===== config.mk =====
export PLATFORM = sky130hd
export DESIGN_NAME = fp_issue_scoreboard
export DESIGN_NICKNAME = d
export VERILOG_FILES = /design/src/rtl/fp_sched_pkg.sv /design/src/rtl/fp_wb_reservation_shifter.sv /design/src/rtl/fp_issue_scoreboard.sv
export SDC_FILE = /design/constraint.sdc
export NUM_CORES = 1
export LEC_CHECK = 0
export CORE_ASPECT_RATIO = 0.5
export CORE_UTILIZATION = 55
export CTS_CLUSTER_SIZE = 28
export DETAILED_ROUTE_END_ITERATION = 16
export GPL_TIMING_DRIVEN = 0
export PLACE_DENSITY = 0.76
export SETUP_SLACK_MARGIN = 0.15
export SLEW_MARGIN = 20
export SYNTH_ARGS = -nofsm -noshare
export SYNTH_HDL_FRONTEND = slang
export SYNTH_SLANG_ARGS = --single-unit

===== constraint.sdc =====
create_clock -name clk -period 7.1 [get_ports clk]
set_input_delay 1.775 -clock clk [delete_from_list [all_inputs] [get_ports clk]]
set_output_delay 1.775 -clock clk [all_outputs]
set_load 0.01 [all_outputs]

===== src/rtl/fp_sched_pkg.sv =====
// Shared types and defaults for the FP issue scheduler: op classes,
// reservation entry layout and the per-class latency lookup.
package fp_sched_pkg;

  localparam int FP_TAG_W   = 5;
  localparam int FP_ADD_LAT = 3;
  localparam int FP_MUL_LAT = 4;
  localparam int FP_DIV_LAT = 12;

  typedef enum logic [1:0] {
    OP_NONE = 2'd0,
    OP_ADD  = 2'd1,
    OP_MUL  = 2'd2,
    OP_DIV  = 2'd3
  } op_class_e;

  typedef struct packed {
    logic                valid;
    logic [FP_TAG_W-1:0] dest;
  } res_entry_t;

  // NONE never issues, so its latency value is never used to index a slot.
  function automatic int op_latency(input op_class_e op, input int add_lat,
                                    input int mul_lat, input int div_lat);
    case (op)
      OP_ADD:  return add_lat;
      OP_MUL:  return mul_lat;
      OP_DIV:  return div_lat;
      default: return 0;
    endcase
  endfunction

endpackage


===== src/rtl/fp_wb_reservation_shifter.sv =====
// Writeback-port reservation shift register: one entry per future cycle,
// slot 0 is the result being written back this cycle.
module fp_wb_reservation_shifter
  import fp_sched_pkg::*;
#(
  parameter  int MAX_LAT = 16,
  localparam int LAT_W   = $clog2(MAX_LAT)
) (
  input  logic                clk,
  input  logic                rst,
  input  logic                ins_en,
  input  logic [LAT_W-1:0]    ins_idx,
  input  logic [FP_TAG_W-1:0] ins_dest,
  input  logic [LAT_W-1:0]    query_idx,
  output logic                query_valid,
  output res_entry_t          slot0
);

  res_entry_t res [MAX_LAT];

  // Insert lands at L-1 in the same edge as the shift, so it reaches slot 0 after L edges.
  always_ff @(posedge clk) begin
    if (rst) begin
      for (int i = 0; i < MAX_LAT; i++) res[i] <= '0;
    end else begin
      for (int i = 0; i < MAX_LAT - 1; i++) res[i] <= res[i+1];
      res[MAX_LAT-1] <= '0;
      if (ins_en) res[ins_idx] <= res_entry_t'{valid: 1'b1, dest: ins_dest};
    end
  end

  assign query_valid = res[query_idx].valid;
  assign slot0       = res[0];

endmodule


===== src/rtl/fp_issue_scoreboard.sv =====
// FP issue scoreboard: RAW/WAW/writeback-port/divider hazard detection at ID.
// Optional macro FP_WB_BYPASS_EN lets a register being written back this cycle satisfy RAW/WAW.
module fp_issue_scoreboard
  import fp_sched_pkg::*;
#(
  parameter int NUM_REGS = 32,
  parameter int ADD_LAT  = FP_ADD_LAT,
  parameter int MUL_LAT  = FP_MUL_LAT,
  parameter int DIV_LAT  = FP_DIV_LAT,
  parameter int MAX_LAT  = 16
) (
  input  logic                clk,
  input  logic                rst,
  input  logic                id_valid,
  input  logic [1:0]          id_op_class,
  input  logic [FP_TAG_W-1:0] id_dest,
  input  logic [FP_TAG_W-1:0] id_src1,
  input  logic [FP_TAG_W-1:0] id_src2,
  input  logic                id_src1_en,
  input  logic                id_src2_en,
  input  logic                flush,
  output logic                stall_out,
  output logic                issue_out,
  output logic                wb_valid,
  output logic [FP_TAG_W-1:0] wb_dest,
  output logic                div_busy
);

  localparam int LAT_W = $clog2(MAX_LAT);
  localparam int DIV_W = $clog2(DIV_LAT + 1);

  op_class_e           op;
  logic [LAT_W-1:0]    lat;
  logic [NUM_REGS-1:0] pending;
  logic [NUM_REGS-1:0] pending_eff;
  logic [DIV_W-1:0]    div_cnt;
  logic                slot_taken;
  res_entry_t          slot0;
  logic                fp_req;
  logic                hazard;

  always_comb begin
    op  = op_class_e'(id_op_class);
    lat = LAT_W'(op_latency(op, ADD_LAT, MUL_LAT, DIV_LAT));
  end

`ifdef FP_WB_BYPASS_EN
  // The register file writes through, so the register retiring now is already readable.
  assign pending_eff = slot0.valid ? (pending & ~(NUM_REGS'(1) << slot0.dest)) : pending;
`else
  assign pending_eff = pending;
`endif

  always_comb begin
    fp_req    = id_valid && (op != OP_NONE) && !flush;
    hazard    = (id_src1_en && pending_eff[id_src1])
             || (id_src2_en && pending_eff[id_src2])
             || pending_eff[id_dest]
             || slot_taken
             || ((op == OP_DIV) && (div_cnt != '0));
    stall_out = fp_req && hazard;
    issue_out = fp_req && !hazard;
  end

  fp_wb_reservation_shifter #(
    .MAX_LAT(MAX_LAT)
  ) u_shifter (
    .clk        (clk),
    .rst        (rst),
    .ins_en     (issue_out),
    .ins_idx    (lat - LAT_W'(1)),
    .ins_dest   (id_dest),
    .query_idx  (lat),
    .query_valid(slot_taken),
    .slot0      (slot0)
  );

  // The set is written last so it wins over a same-register writeback clear.
  always_ff @(posedge clk) begin
    if (rst) begin
      pending <= '0;
    end else begin
      if (slot0.valid) pending[slot0.dest] <= 1'b0;
      if (issue_out)   pending[id_dest]    <= 1'b1;
    end
  end

  always_ff @(posedge clk) begin
    if (rst) begin
      div_cnt <= '0;
    end else if (issue_out && (op == OP_DIV)) begin
      div_cnt <= DIV_W'(DIV_LAT - 1);
    end else if (div_cnt != '0) begin
      div_cnt <= div_cnt - DIV_W'(1);
    end
  end

  assign wb_valid = slot0.valid;
  assign wb_dest  = slot0.dest;
  assign div_busy = (div_cnt != '0);

endmodule

Word-level counts from Yosys, hierarchy flattened
Memory sizes are Yosys's and may differ from the RTL's.
Index checks and enable logic that the tools add are counted.
{"block": "totals", "mem_count": 1, "wordCells": 92, "ramBits": 96, "reg_bits": 36}
{"block": "op_classes", "order_cmp": 6, "n_eq_ne": 3, "addsub": 2, "bitwise": 19, "reduce_logical": 20, "mux": 38}
{"name": "u_shifter.res", "depth": 16, "width": 6, "rd": 17, "rd_clocked_by_memory_dff": 0, "write_ports": 17, "line_no": "fp_wb_reservation_shifter.sv:19", "rtl": "res_entry_t res [MAX_LAT];"}
{"op": "2-to-1 mux 32 bit", "count": 3}
{"op": "2-to-1 mux 6 bit", "count": 16}
{"op": "bitwise AND 32 bit", "count": 1}
{"op": "NOT 32 bit", "count": 1}
{"op": "OR 32 bit", "count": 1}
{"op": "< comparator 5 x 6 -> 1 bit (second input constant)", "count": 4}
{"op": "OR 1 bit", "count": 16}
{"op": "binary-select mux 1 bit (select 5 bit)", "count": 3}
{"op": "one-hot mux 4 bit (3 select lines)", "count": 1}
{"op": "2-to-1 mux 1 bit", "count": 11}
{"op": "demux 1 bit (select 5 bit)", "count": 2}
{"op": "greater-or-equal comparator 5 x 1 -> 1 bit (second input constant)", "count": 2}
{"op": "logical AND 1 bit", "count": 10}
{"op": "2-to-1 mux 4 bit", "count": 2}
{"op": "subtractor 4 x 1 -> 4 bit (second input constant)", "count": 2}
{"op": "== test 2 bit (second input constant)", "count": 2}
{"op": "logical OR 1 bit", "count": 4}
{"op": "nonzero test 2 bit", "count": 2}
{"op": "nonzero test 4 bit", "count": 1}
{"op": "== test 2 x 1 -> 1 bit (second input constant)", "count": 1}
{"op": "zero test 1 bit", "count": 2}
{"op": "OR reduction 2 bit", "count": 1}

Logic depth before layout (Yosys ltp)
Gate-level depths: netlist of run 1.
{"block": "depth", "ltp_word": 12, "depth_mapped": 9, "ltp_nobuf": 8}

Hierarchy
From an unflattened synthesis of run 1, not the netlist that was laid out.
{"block": "hier_totals", "cells_unflattened": 596, "area_unflattened_um2": 6690.2}
{"module": "fp_wb_reservation_shifter", "n_inst": 1, "cells_each": 326, "area_each_um2": 3782.4}
{"module": "fp_issue_scoreboard", "n_inst": 1, "cells_each": 270, "area_each_um2": 2907.8}

Least setup slack after synthesis of run 1
OpenSTA, ideal clock, no wires.
{"block": "synth_timing", "kind": "input to output", "start": "input id_dest[1]", "end": "output issue_out", "cell_stages": 7, "arrival_ns": 3.686, "slack_ns": 1.639, "required_time_ns": 5.325, "cell_sequence": "clkbuf_1 > clkbuf_1 > mux4_2 > a22oi_2 > nand4_2 > a211oi_4 > and3_1"}
{"block": "synth_between", "elab_chain_cells": 7}
{"item": "start, declared", "line_no": "fp_issue_scoreboard.sv:16", "rtl": "input logic [FP_TAG_W-1:0] id_dest,"}
{"item": "binary-select mux 1 bit (select 5 bit)", "line_no": "fp_issue_scoreboard.sv:58", "rtl": "|| pending_eff[id_dest]"}
{"item": "2-to-1 mux 1 bit (implied by the code)", "line_no": "fp_issue_scoreboard.sv:58"}
{"item": "logical OR 1 bit", "line_no": "fp_issue_scoreboard.sv:58"}
{"item": "logical OR 1 bit", "line_no": "fp_issue_scoreboard.sv:59", "rtl": "|| slot_taken"}
{"item": "logical OR 1 bit", "line_no": "fp_issue_scoreboard.sv:60", "rtl": "|| ((op == OP_DIV) && (div_cnt != '0));"}
{"item": "zero test 1 bit", "line_no": "fp_issue_scoreboard.sv:62", "rtl": "issue_out = fp_req && !hazard;"}
{"item": "logical AND 1 bit", "line_no": "fp_issue_scoreboard.sv:62"}
{"item": "end, declared", "line_no": "fp_issue_scoreboard.sv:23", "rtl": "output logic issue_out,"}
No other way between the ends. The select of a mux whose other input is x is not followed.

Worst setup path in the final report of run 1
Ends and elaborated chain as after synthesis.

==> results of run 1 <==
-- worst paths after layout --
path,from,endpoint,slack (ns),cells after the start
setup / recovery,id_dest[1],issue_out,0.39,8
hold reg to reg,u_shifter.res[10][0],u_shifter.res[9][0],0.43,1
setup reg to reg,pending[7],u_shifter.res[2][4],4.33,7
hold / removal,u_shifter.res[10][0],u_shifter.res[9][0],0.43,1
-- final cells by class --
type	instances	area (um^2)	share of cell area (%)
plain buffers	33	153	2.27
clock buffers	19	433	6.43
clock inverters	13	198	2.94
inverters	7	26.3	0.390
multi-input cells	378	2880	42.8
flip-flops and latches	132	2640	39.2
well taps	135	169	2.51
repair buffers	23	230	3.42
-- power by group through the flow --
stage / logic, mW / clock network [mW] / registers [mW]
after floorplan: 0.0659 / 0 / 0.770
after global placement: 0.100 / 0 / 0.771
after detailed placement: 0.102 / 0 / 0.772
after CTS: 0.102 / 0.933 / 0.756
after global routing: 0.112 / 0.974 / 0.757
final: 0.103 / 0.924 / 0.756
-- critical path, stage by stage --
cell	delay, ns
clkbuf_1	0.43
clkbuf_1	0.53
mux4_2	0.40
a22oi_2	0.19
nand4_2	0.22
a211oi_4	0.59
and3_1	0.26
clkdlybuf4s50_1	0.53
-- cell families (layout without fill, tap and decap cells) --
family / Yosys count / in the layout / synth area share [%]
AO/OA/AOI/OAI: 84 / 84 / 8.36
adder cells (fa/ha/maj): 8 / 8 / 1.76
buffers and inverters: 40 / 95 / 3.15
flip-flops: 132 / 132 / 46.5
multiplexers: 53 / 53 / 15.6
other: 1 / 6 / 0.0660
AND/OR/NAND/NOR: 227 / 227 / 24.6
-- flip-flops by register name (all words and copies together), names as in the netlist --
register,flops
u_shifter.res,96
pending,32
div_cnt,4
-- per-stage QoR --
step	util [%]	total power [mW]	instance area, um^2
after floorplan	-	0.836	5700
after detailed placement	62.7	0.873	6100
final	69.2	1.78	6730
after CTS	69.2	1.79	6730
after global placement	62.7	0.871	6100
after global routing	69.2	1.84	6730
-- routing by layer --
layer	up-vias	wire, um
met5	-	0
met4	0	148
met3	20	944
met2	144	6150
met1	2063	6090
li1	1993	-
-- placed cells by master, fill, tap and decap left out, drive strengths merged, types with 2 or more instances in the layout --
master         netlist  final
a21oi               12     12
and3b                4      4
ha                   8      8
nand3b              22     22
bufinv               0      4
nor2                 8      8
nor2b               99     99
inv                  7     12
nand4                6      6
buf                 15     15
or4                  2      2
mux2i                4      4
or3b                 4      4
mux2                23     23
clkinvlp             0      3
o21ai               58     58
nor3b                8      8
nand2b               2      2
conb                 1      6
o22ai                3      3
or2                  3      3
dfxtp              132    132
nor3                 3      3
clkdlybuf4s50        0     23
and3                 5      5
clkbuf              18     37
mux4                26     26
nand3                8      8
o31ai                2      2
a22oi                4      4
nand2               50     50
==> impl_metrics.json, run 1 <==
{
  "status": "finished clean",
  "via_count": 4220,
  "portBuffers": 23,
  "gp_congestion": 0.957,
  "slew_headroom_pct": 37.6,
  "criticalPathCategory": "primary input to output port",
  "dp_slack_ns": 0.405,
  "cp.required_ns": 5.33,
  "met1_usage_pct": 34.5,
  "met2_usage_pct": 43.1,
  "power.share.clock_pct": 51.8,
  "met3_usage_pct": 6.71,
  "dieHeight_um": 73.9,
  "hold_ws_ns": 0.430,
  "antenna_found_initial": 0,
  "netlist-cell-type-count": 46,
  "fin_crit_ns": 6.71,
  "stdcell_count": 740,
  "power.density_nw_per_um2": 265,
  "wl_per_cell_um": 18.0,
  "worst_slack_ns": 0.392,
  "h-tree-depth": 4,
  "dp_hpwl_um": 9050,
  "core_area_um2": 9730,
  "start_util_pct": 58.4,
  "grt_pass1_vias": 4014,
  "tightest_slew_ns": 0.927,
  "numCtsBuffers": 17,
  "global_route.peak_usage_layer": "met2",
  "finalHoldViolCount": 0,
  "yosysTopAreaCell": "dfxtp_1",
  "ys_seq_area_share_pct": 46.5,
  "cts_tree": "done",
  "p_int_mw": 1.39,
  "synth_area_per_cell_um2": 10.4,
  "grt_usage_pct": 26.5,
  "postCtsSetupBuffers": 0,
  "synthArstFlopShare_pct": 0,
  "drtPass1Iterations": 7,
  "drc": 0,
  "fin_skew_ns": 0.00956,
  "seq_power_share_pct": 42.4,
  "cts-root-buf": "clkbuf_16",
  "comb_power_share_pct": 5.8,
  "path_clk_slew_ns": 0.06,
  "cap_violations": 0,
  "io_pins": 32,
  "synthTopCellsByArea": "dfxtp_1 46%, nor2b_1 11%, mux4_2 10%, nand2_1 3.3%, mux2_2 3.0%",
  "p_sw_uw": 396,
  "antenna_cells": 0,
  "vias_per_cell": 5.70,
  "yosys_warnings": 0,
  "yosys-top-cells-count": "132 x dfxtp_1, 99 x nor2b_1, 50 x nand2_1, 30 x o21ai_1, 28 x o21ai_0",
  "synth_area_um2": 5680,
  "cp-start-kind": "primary input",
  "cts_hold_buffers": 0,
  "clock_latency_ns": 0.41,
  "ant_nets": 0,
  "p_leak_nw": 2.44,
  "min_path_type": "flop to flop",
  "rsz0062_at_grt": "false",
  "cp_max_fo": 10,
  "fillers": 711,
  "p_sw_share_pct": 22.2,
  "grt_pass1_wl_um": 21200,
  "fmax_ghz": 0.149,
  "vdd_drop_max_mv": 0.199,
  "area_growth_syn_to_layout_pct": 18.4,
  "finalSetupTns_ns": 0,
  "synth_seq_cells": 132,
  "synth_top_area_share_pct": 46.5,
  "cts.sinks": 132,
  "yosysMostFrequentCell": "dfxtp_1",
  "fp.dieArea_um2": 10800,
  "synth_cells": 545,
  "clock_path_buffers": 2,
  "placed_cells": 708,
  "critical_path_arrival_ns": 4.93,
  "ys_dominant_reg_cell": "dfxtp_1",
  "routed_wirelength_um": 13300,
  "drive_above_1_share_pct": 16.5,
  "slew_violations": 0,
  "post_cts_resized": 0,
  "num-nets-final": 623,
  "grt_overflow": 0,
  "rows": 25,
  "setup_viol_count_final": 0,
  "grt_max_degree": 17,
  "die_width_um": 146,
  "post-route-period-util_pct": 94.5,
  "synth-edff-count": 0,
  "drtIter0Drc": 372,
  "cp-end-kind": "output port"
}
No activity file was read; power rests on OpenSTA's default activity.
==> run 2: changes to the inputs <==
--- a/config.mk
+++ b/config.mk
@@ -5,14 +5,14 @@
 export SDC_FILE = /design/constraint.sdc
 export NUM_CORES = 1
 export LEC_CHECK = 0
+export CAP_MARGIN = 20
 export CORE_ASPECT_RATIO = 0.5
-export CORE_UTILIZATION = 55
+export CORE_UTILIZATION = 50
 export CTS_CLUSTER_SIZE = 28
 export DETAILED_ROUTE_END_ITERATION = 16
 export GPL_TIMING_DRIVEN = 0
-export PLACE_DENSITY = 0.76
+export PLACE_DENSITY = 0.71
 export SETUP_SLACK_MARGIN = 0.15
-export SLEW_MARGIN = 20
 export SYNTH_ARGS = -nofsm -noshare
 export SYNTH_HDL_FRONTEND = slang
 export SYNTH_SLANG_ARGS = --single-unit
==> impl_metrics.json, run 2 (synthesized netlist as in run 1, its figures left out) <==
{
  "grt_pass1_vias": 4061,
  "reg_top3": "u_shifter.res: 96 flops, pending: 32 flops, div_cnt: 4 flops",
  "cp-end-kind": "output port",
  "worst_slack_ns": 0.401,
  "routed_wirelength_um": 13200,
  "rows": 27,
  "r2r_cells": 7,
  "setup_viol_count_final": 0,
  "start_util_pct": 51.6,
  "slew_violations": 0,
  "r2r_start": "pending[0]",
  "p_sw_share_pct": 23.2,
  "cts_hold_buffers": 0,
  "cap_violations": 0,
  "stdcell_count": 750,
  "p_total_mw": 1.74,
  "vdd_drop_max_mv": 0.171,
  "drtPass1Iterations": 10,
  "path_clk_slew_ns": 0.06,
  "r2r_slack_ns": 4.35,
  "slowest_delay_ns": 0.57,
  "grt_max_degree": 17,
  "critical_path.most_common_cell": "clkbuf_1",
  "io_pins": 32,
  "cpMaxStageDelayCell": "a211oi_4",
  "post-route-period-util_pct": 94.4,
  "startpoint": "id_dest[1]",
  "drc": 5,
  "grt_usage_pct": 23.9,
  "finalSetupTns_ns": 0,
  "ant_nets": 0,
  "drtIter0Drc": 285,
  "r2r-end": "u_shifter.res[2][4]",
  "tightest_slew_ns": 0.831,
  "slew_headroom_pct": 44.1,
  "fin_skew_ns": 0.0102,
  "fmax_ghz": 0.149,
  "placed_cells": 718,
  "rsz0062_at_grt": "false",
  "core_area_um2": 11000,
  "portBuffers": 23,
  "min-delay-start": "u_shifter.res[6][2]",
  "cp-start-kind": "primary input",
  "clock_path_buffers": 2,
  "dp_hpwl_um": 9290,
  "p_int_mw": 1.33,
  "p_sw_uw": 403,
  "antenna_found_initial": 0,
  "grt_pass1_wl_um": 21500,
  "die_width_um": 153,
  "gp_congestion": 0.939,
  "via_count": 4214,
  "clock_latency_ns": 0.41,
  "wl_per_cell_um": 17.6,
  "cp.required_ns": 5.33,
  "largest_register": "u_shifter.res",
  "criticalPathCategory": "primary input to output port",
  "critical_path_arrival_ns": 4.92,
  "p_leak_nw": 2.43,
  "min_path_type": "flop to flop",
  "layout_common_cells": "132 x dfxtp_1, 99 x nor2b_1, 50 x nand2_1, 30 x o21ai_1, 28 x o21ai_0",
  "final_common_cell": "dfxtp_1",
  "seq_power_share_pct": 43.5,
  "crit_end": "issue_out",
  "dieHeight_um": 77.4,
  "dp_slack_ns": 0.434,
  "numCtsBuffers": 17,
  "comb_power_share_pct": 5.9,
  "cts_tree": "done",
  "power.density_nw_per_um2": 259,
  "status": "finished with violations",
  "grt_overflow": 0,
  "violations": "design-rule violations",
  "hold_ws_ns": 0.431,
  "h-tree-depth": 4,
  "largest_reg_flops": 96,
  "fin_crit_ns": 6.70,
  "num-nets-final": 623,
  "worstPathCellList": "clkbuf_1, clkbuf_1, mux4_2, a22oi_2, nand4_2, a211oi_4, and3_1, clkdlybuf4s50_1",
  "area_growth_syn_to_layout_pct": 18.1,
  "antenna_cells": 0,
  "cp_max_fo": 10,
  "vias_per_cell": 5.62,
  "drive_above_1_share_pct": 16.9,
  "power.share.clock_pct": 50.6,
  "cts-root-buf": "clkbuf_16",
  "postCtsSetupBuffers": 0,
  "post_cts_resized": 0,
  "fp.dieArea_um2": 11800,
  "cts.sinks": 132,
  "finalHoldViolCount": 0
}
==> run 2: worst max-delay path: cells and delay by family <==
kind | cells | cell delay [ns]
buffers and inverters | 3 | 1.50
AO/OA/AOI/OAI | 2 | 0.76
AND/OR/NAND/NOR | 2 | 0.48
multiplexers | 1 | 0.41
==> run 2: through the flow <==
| stage | utilization, % | cell area, um^2 |
|---|---|---|
| 2_1_floorplan | - | 5700 |
| 3_3_place_gp | 55.5 | 6110 |
| 3_5_place_dp | 55.5 | 6110 |
| 4_1_cts | 61.0 | 6710 |
| 5_1_grt | 61.0 | 6710 |
| 6_report | 61.0 | 6710 |
==> run 2: how the worst min path moves through the flow <==
stage | end | slack, ns | cells past startpoint
2_1_floorplan | u_shifter.res[0][0] | 0.41 | 1
3_3_place_gp | u_shifter.res[13][1] | 0.42 | 1
3_5_place_dp | u_shifter.res[13][2] | 0.42 | 1
4_1_cts | u_shifter.res[5][2] | 0.43 | 1
5_1_grt | u_shifter.res[5][2] | 0.44 | 1
6_report | u_shifter.res[5][2] | 0.43 | 1
==> run 2: layout make-up <==
class / instances / area [um^2]
Buffer: 33 / 153
Clock buffer: 19 / 453
Clock inverter: 13 / 146
Fill cell: 931 / 4300
Inverter: 7 / 26.3
Multi-Input combinational cell: 378 / 2880
Sequential cell: 132 / 2640
Tap cell: 145 / 181
Timing Repair Buffer: 23 / 230
==> run 2: power groups by stage <==
stage	combinational, mW	clock (mW)	sequential (mW)
2_1_floorplan	0.0659	0	0.770
3_3_place_gp	0.101	0	0.771
3_5_place_dp	0.102	0	0.772
4_1_cts	0.103	0.885	0.756
5_1_grt	0.111	0.918	0.757
6_report	0.102	0.878	0.756
==> run 2: per-layer routing <==
layer | track usage (%) | wire (um) | vias up
met1 | 31.4 | 6060 | 2047
met5 | 0 | 0 | -
met2 | 38.2 | 6170 | 157
met3 | 5.31 | 782 | 21
met4 | 10.2 | 189 | 0
li1 | - | - | 1989
==> run 3: changes to the inputs <==
--- a/config.mk
+++ b/config.mk
@@ -5,13 +5,15 @@
 export SDC_FILE = /design/constraint.sdc
 export NUM_CORES = 1
 export LEC_CHECK = 0
+export ABC_AREA = 1
 export CAP_MARGIN = 20
 export CORE_ASPECT_RATIO = 0.5
 export CORE_UTILIZATION = 50
 export CTS_CLUSTER_SIZE = 28
 export DETAILED_ROUTE_END_ITERATION = 16
+export GPL_ROUTABILITY_DRIVEN = 1
 export GPL_TIMING_DRIVEN = 0
-export PLACE_DENSITY = 0.71
+export PLACE_DENSITY = 0.7
 export SETUP_SLACK_MARGIN = 0.15
 export SYNTH_ARGS = -nofsm -noshare
 export SYNTH_HDL_FRONTEND = slang
==> constraint.sdc (replaced) <==
create_clock -name clk -period 6.6 [get_ports clk]
set_input_delay 1.65 -clock clk [delete_from_list [all_inputs] [get_ports clk]]
set_output_delay 1.65 -clock clk [all_outputs]
set_load 0.01 [all_outputs]
==> impl_metrics.json, run 3 <==
{
  "status": "finished clean",
  "p_sw_share_pct": 23.3,
  "numCtsBuffers": 17,
  "core_area_um2": 11300,
  "slew_headroom_pct": 42.7,
  "slew_violations": 0,
  "grt_usage_pct": 27.8,
  "criticalPathCategory": "primary input to output port",
  "synth_area_per_cell_um2": 7.08,
  "dieHeight_um": 79.2,
  "power.density_nw_per_um2": 271,
  "cts-root-buf": "clkbuf_16",
  "yosys-top-cells-count": "259 x nand2_1, 132 x dfxtp_1, 110 x inv_1, 90 x nor2_1, 76 x nand3_1",
  "largest_register": "u_shifter.res",
  "num-nets-final": 920,
  "cp_max_fo": 10,
  "grt_pass1_wl_um": 26200,
  "power.share.clock_pct": 50.4,
  "p_int_mw": 1.46,
  "ys_dominant_reg_cell": "dfxtp_1",
  "ant_nets": 0,
  "cts.sinks": 132,
  "critical_path_arrival_ns": 4.54,
  "gp_congestion": 0.901,
  "path_clk_slew_ns": 0.05,
  "finalSetupTns_ns": 0,
  "drc": 0,
  "p_sw_uw": 443,
  "startpoint": "id_op_class[0]",
  "portBuffers": 24,
  "cp-start-kind": "primary input",
  "setup_viol_count_final": 0,
  "antenna_cells": 0,
  "synthTopCellsByArea": "dfxtp_1 44%, nand2_1 16%, inv_1 6.9%, nand3_1 6.4%, nor2_1 5.7%",
  "fin_crit_ns": 6.19,
  "yosysMostFrequentCell": "nand2_1",
  "hold_ws_ns": 0.399,
  "layout_common_cells": "259 x nand2_1, 132 x dfxtp_1, 110 x inv_1, 90 x nor2_1, 76 x nand3_1",
  "via_count": 5527,
  "start_util_pct": 52.8,
  "grt_pass1_vias": 5312,
  "r2r_cells": 14,
  "comb_power_share_pct": 6.9,
  "synthArstFlopShare_pct": 0,
  "rsz0062_at_grt": "false",
  "wl_per_cell_um": 15.1,
  "cp.required_ns": 4.95,
  "vias_per_cell": 5.21,
  "drtPass1Iterations": 5,
  "cts_tree": "done",
  "seq_area_um2": 2640,
  "final_common_cell": "nand2_1",
  "cp-end-kind": "output port",
  "vdd_drop_max_mv": 0.180,
  "r2r_start": "pending[16]",
  "synth_cells": 841,
  "yosys_warnings": 0,
  "clock_latency_ns": 0.41,
  "h-tree-depth": 4,
  "rows": 27,
  "cap_violations": 0,
  "p_leak_nw": 2.96,
  "clock_path_buffers": 2,
  "grt_overflow": 0,
  "post_cts_resized": 0,
  "ys_seq_area_share_pct": 44.4,
  "synth_area_um2": 5960,
  "tightest_slew_ns": 0.852,
  "antenna_found_initial": 0,
  "min_path_type": "flop to flop",
  "post-route-period-util_pct": 93.8,
  "postCtsSetupBuffers": 0,
  "die_width_um": 156,
  "r2r-end": "u_shifter.res[10][3]",
  "seq_power_share_pct": 42.7,
  "routed_wirelength_um": 16000,
  "fmax_ghz": 0.162,
  "drive_above_1_share_pct": 9.88,
  "synth_seq_cells": 132,
  "synth-edff-count": 0,
  "dp_hpwl_um": 11200,
  "netlist-cell-type-count": 24,
  "r2r_slack_ns": 4.45,
  "grt_max_degree": 17,
  "largest_reg_flops": 96,
  "area_growth_syn_to_layout_pct": 17.9,
  "finalHoldViolCount": 0,
  "cts_hold_buffers": 0,
  "io_pins": 32,
  "fp.dieArea_um2": 12400,
  "reg_top3": "u_shifter.res: 96 flops, pending: 32 flops, div_cnt: 4 flops",
  "yosysTopAreaCell": "dfxtp_1",
  "crit_end": "issue_out",
  "fillers": 1022,
  "fin_skew_ns": 0.0103,
  "drtIter0Drc": 428,
  "synth_top_area_share_pct": 44.4,
  "multi_input_area_um2": 2690
}
[run 3: worst max-delay path, cell delays in order]
cell             delay, ns
clkdlybuf4s50_1       0.56
inv_1                 0.13
ha_1                  0.21
nor3_1                0.71
inv_1                 0.25
nor2_8                0.26
buf_4                 0.22
clkdlybuf4s50_1       0.55
[run 3: metal layers]
layer  up-vias  track usage, %  wire length, um  share of wire [%]
li1       2744               -                -                  -
met1      2523            33.9             6910                 43
met2       233            48.1             7550                 47
met3        27            6.39             1250                7.8
met4         0            10.8              334                2.1
met5         -               0                0                  0
[run 3: worst min path at each step]
stage / start / end / slack [ns] / cells past startpoint
after floorplan: u_shifter.res[1][0] / u_shifter.res[0][0] / 0.39 / 2
after global placement: u_shifter.res[2][1] / u_shifter.res[1][1] / 0.39 / 2
after detailed placement: u_shifter.res[14][2] / u_shifter.res[13][2] / 0.39 / 2
after CTS: u_shifter.res[2][3] / u_shifter.res[1][3] / 0.40 / 2
after global routing: u_shifter.res[9][4] / u_shifter.res[8][4] / 0.42 / 2
final: u_shifter.res[2][3] / u_shifter.res[1][3] / 0.40 / 2
[run 3: cell type report]
type,count,share of cell area (%)
buffer,40,3.05
timing repair buffer,24,3.42
clock inverter,11,2.16
multi-input combinational,559,38.3
tap,159,2.83
sequential,132,37.6
inverter,115,6.15
clock buffer,20,6.50
[run 3: kinds of logic after synthesis]
group                    share of synthesized area [%]
adder cells (fa/ha/maj)                           1.68
buffers and inverters                             10.8
other                                           0.0630
AO/OA/AOI/OAI                                     9.45
AND/OR/NAND/NOR                                   33.6
flip-flops                                        44.4
[run 3: power by group through the flow]
stage | registers (mW) | logic (mW) | clock network (mW)
after global routing | 0.814 | 0.146 | 1.01
after detailed placement | 0.830 | 0.129 | 0
after floorplan | 0.829 | 0.0848 | 0
after CTS | 0.813 | 0.131 | 0.972
final | 0.813 | 0.132 | 0.960
after global placement | 0.830 | 0.128 | 0
[run 3: stage by stage]
stage	cell area [um^2]	setup WS [ns]	util, %	total power [mW]	instances
floorplan	5980	1.86	-	0.913	846
global placement	6410	0.466	56.9	0.957	1029
global route	7020	0.227	62.2	1.97	1060
CTS	7020	0.421	62.2	1.92	1060
finish	7020	0.409	62.2	1.91	1060
detailed placement	6410	0.413	56.9	0.959	1029
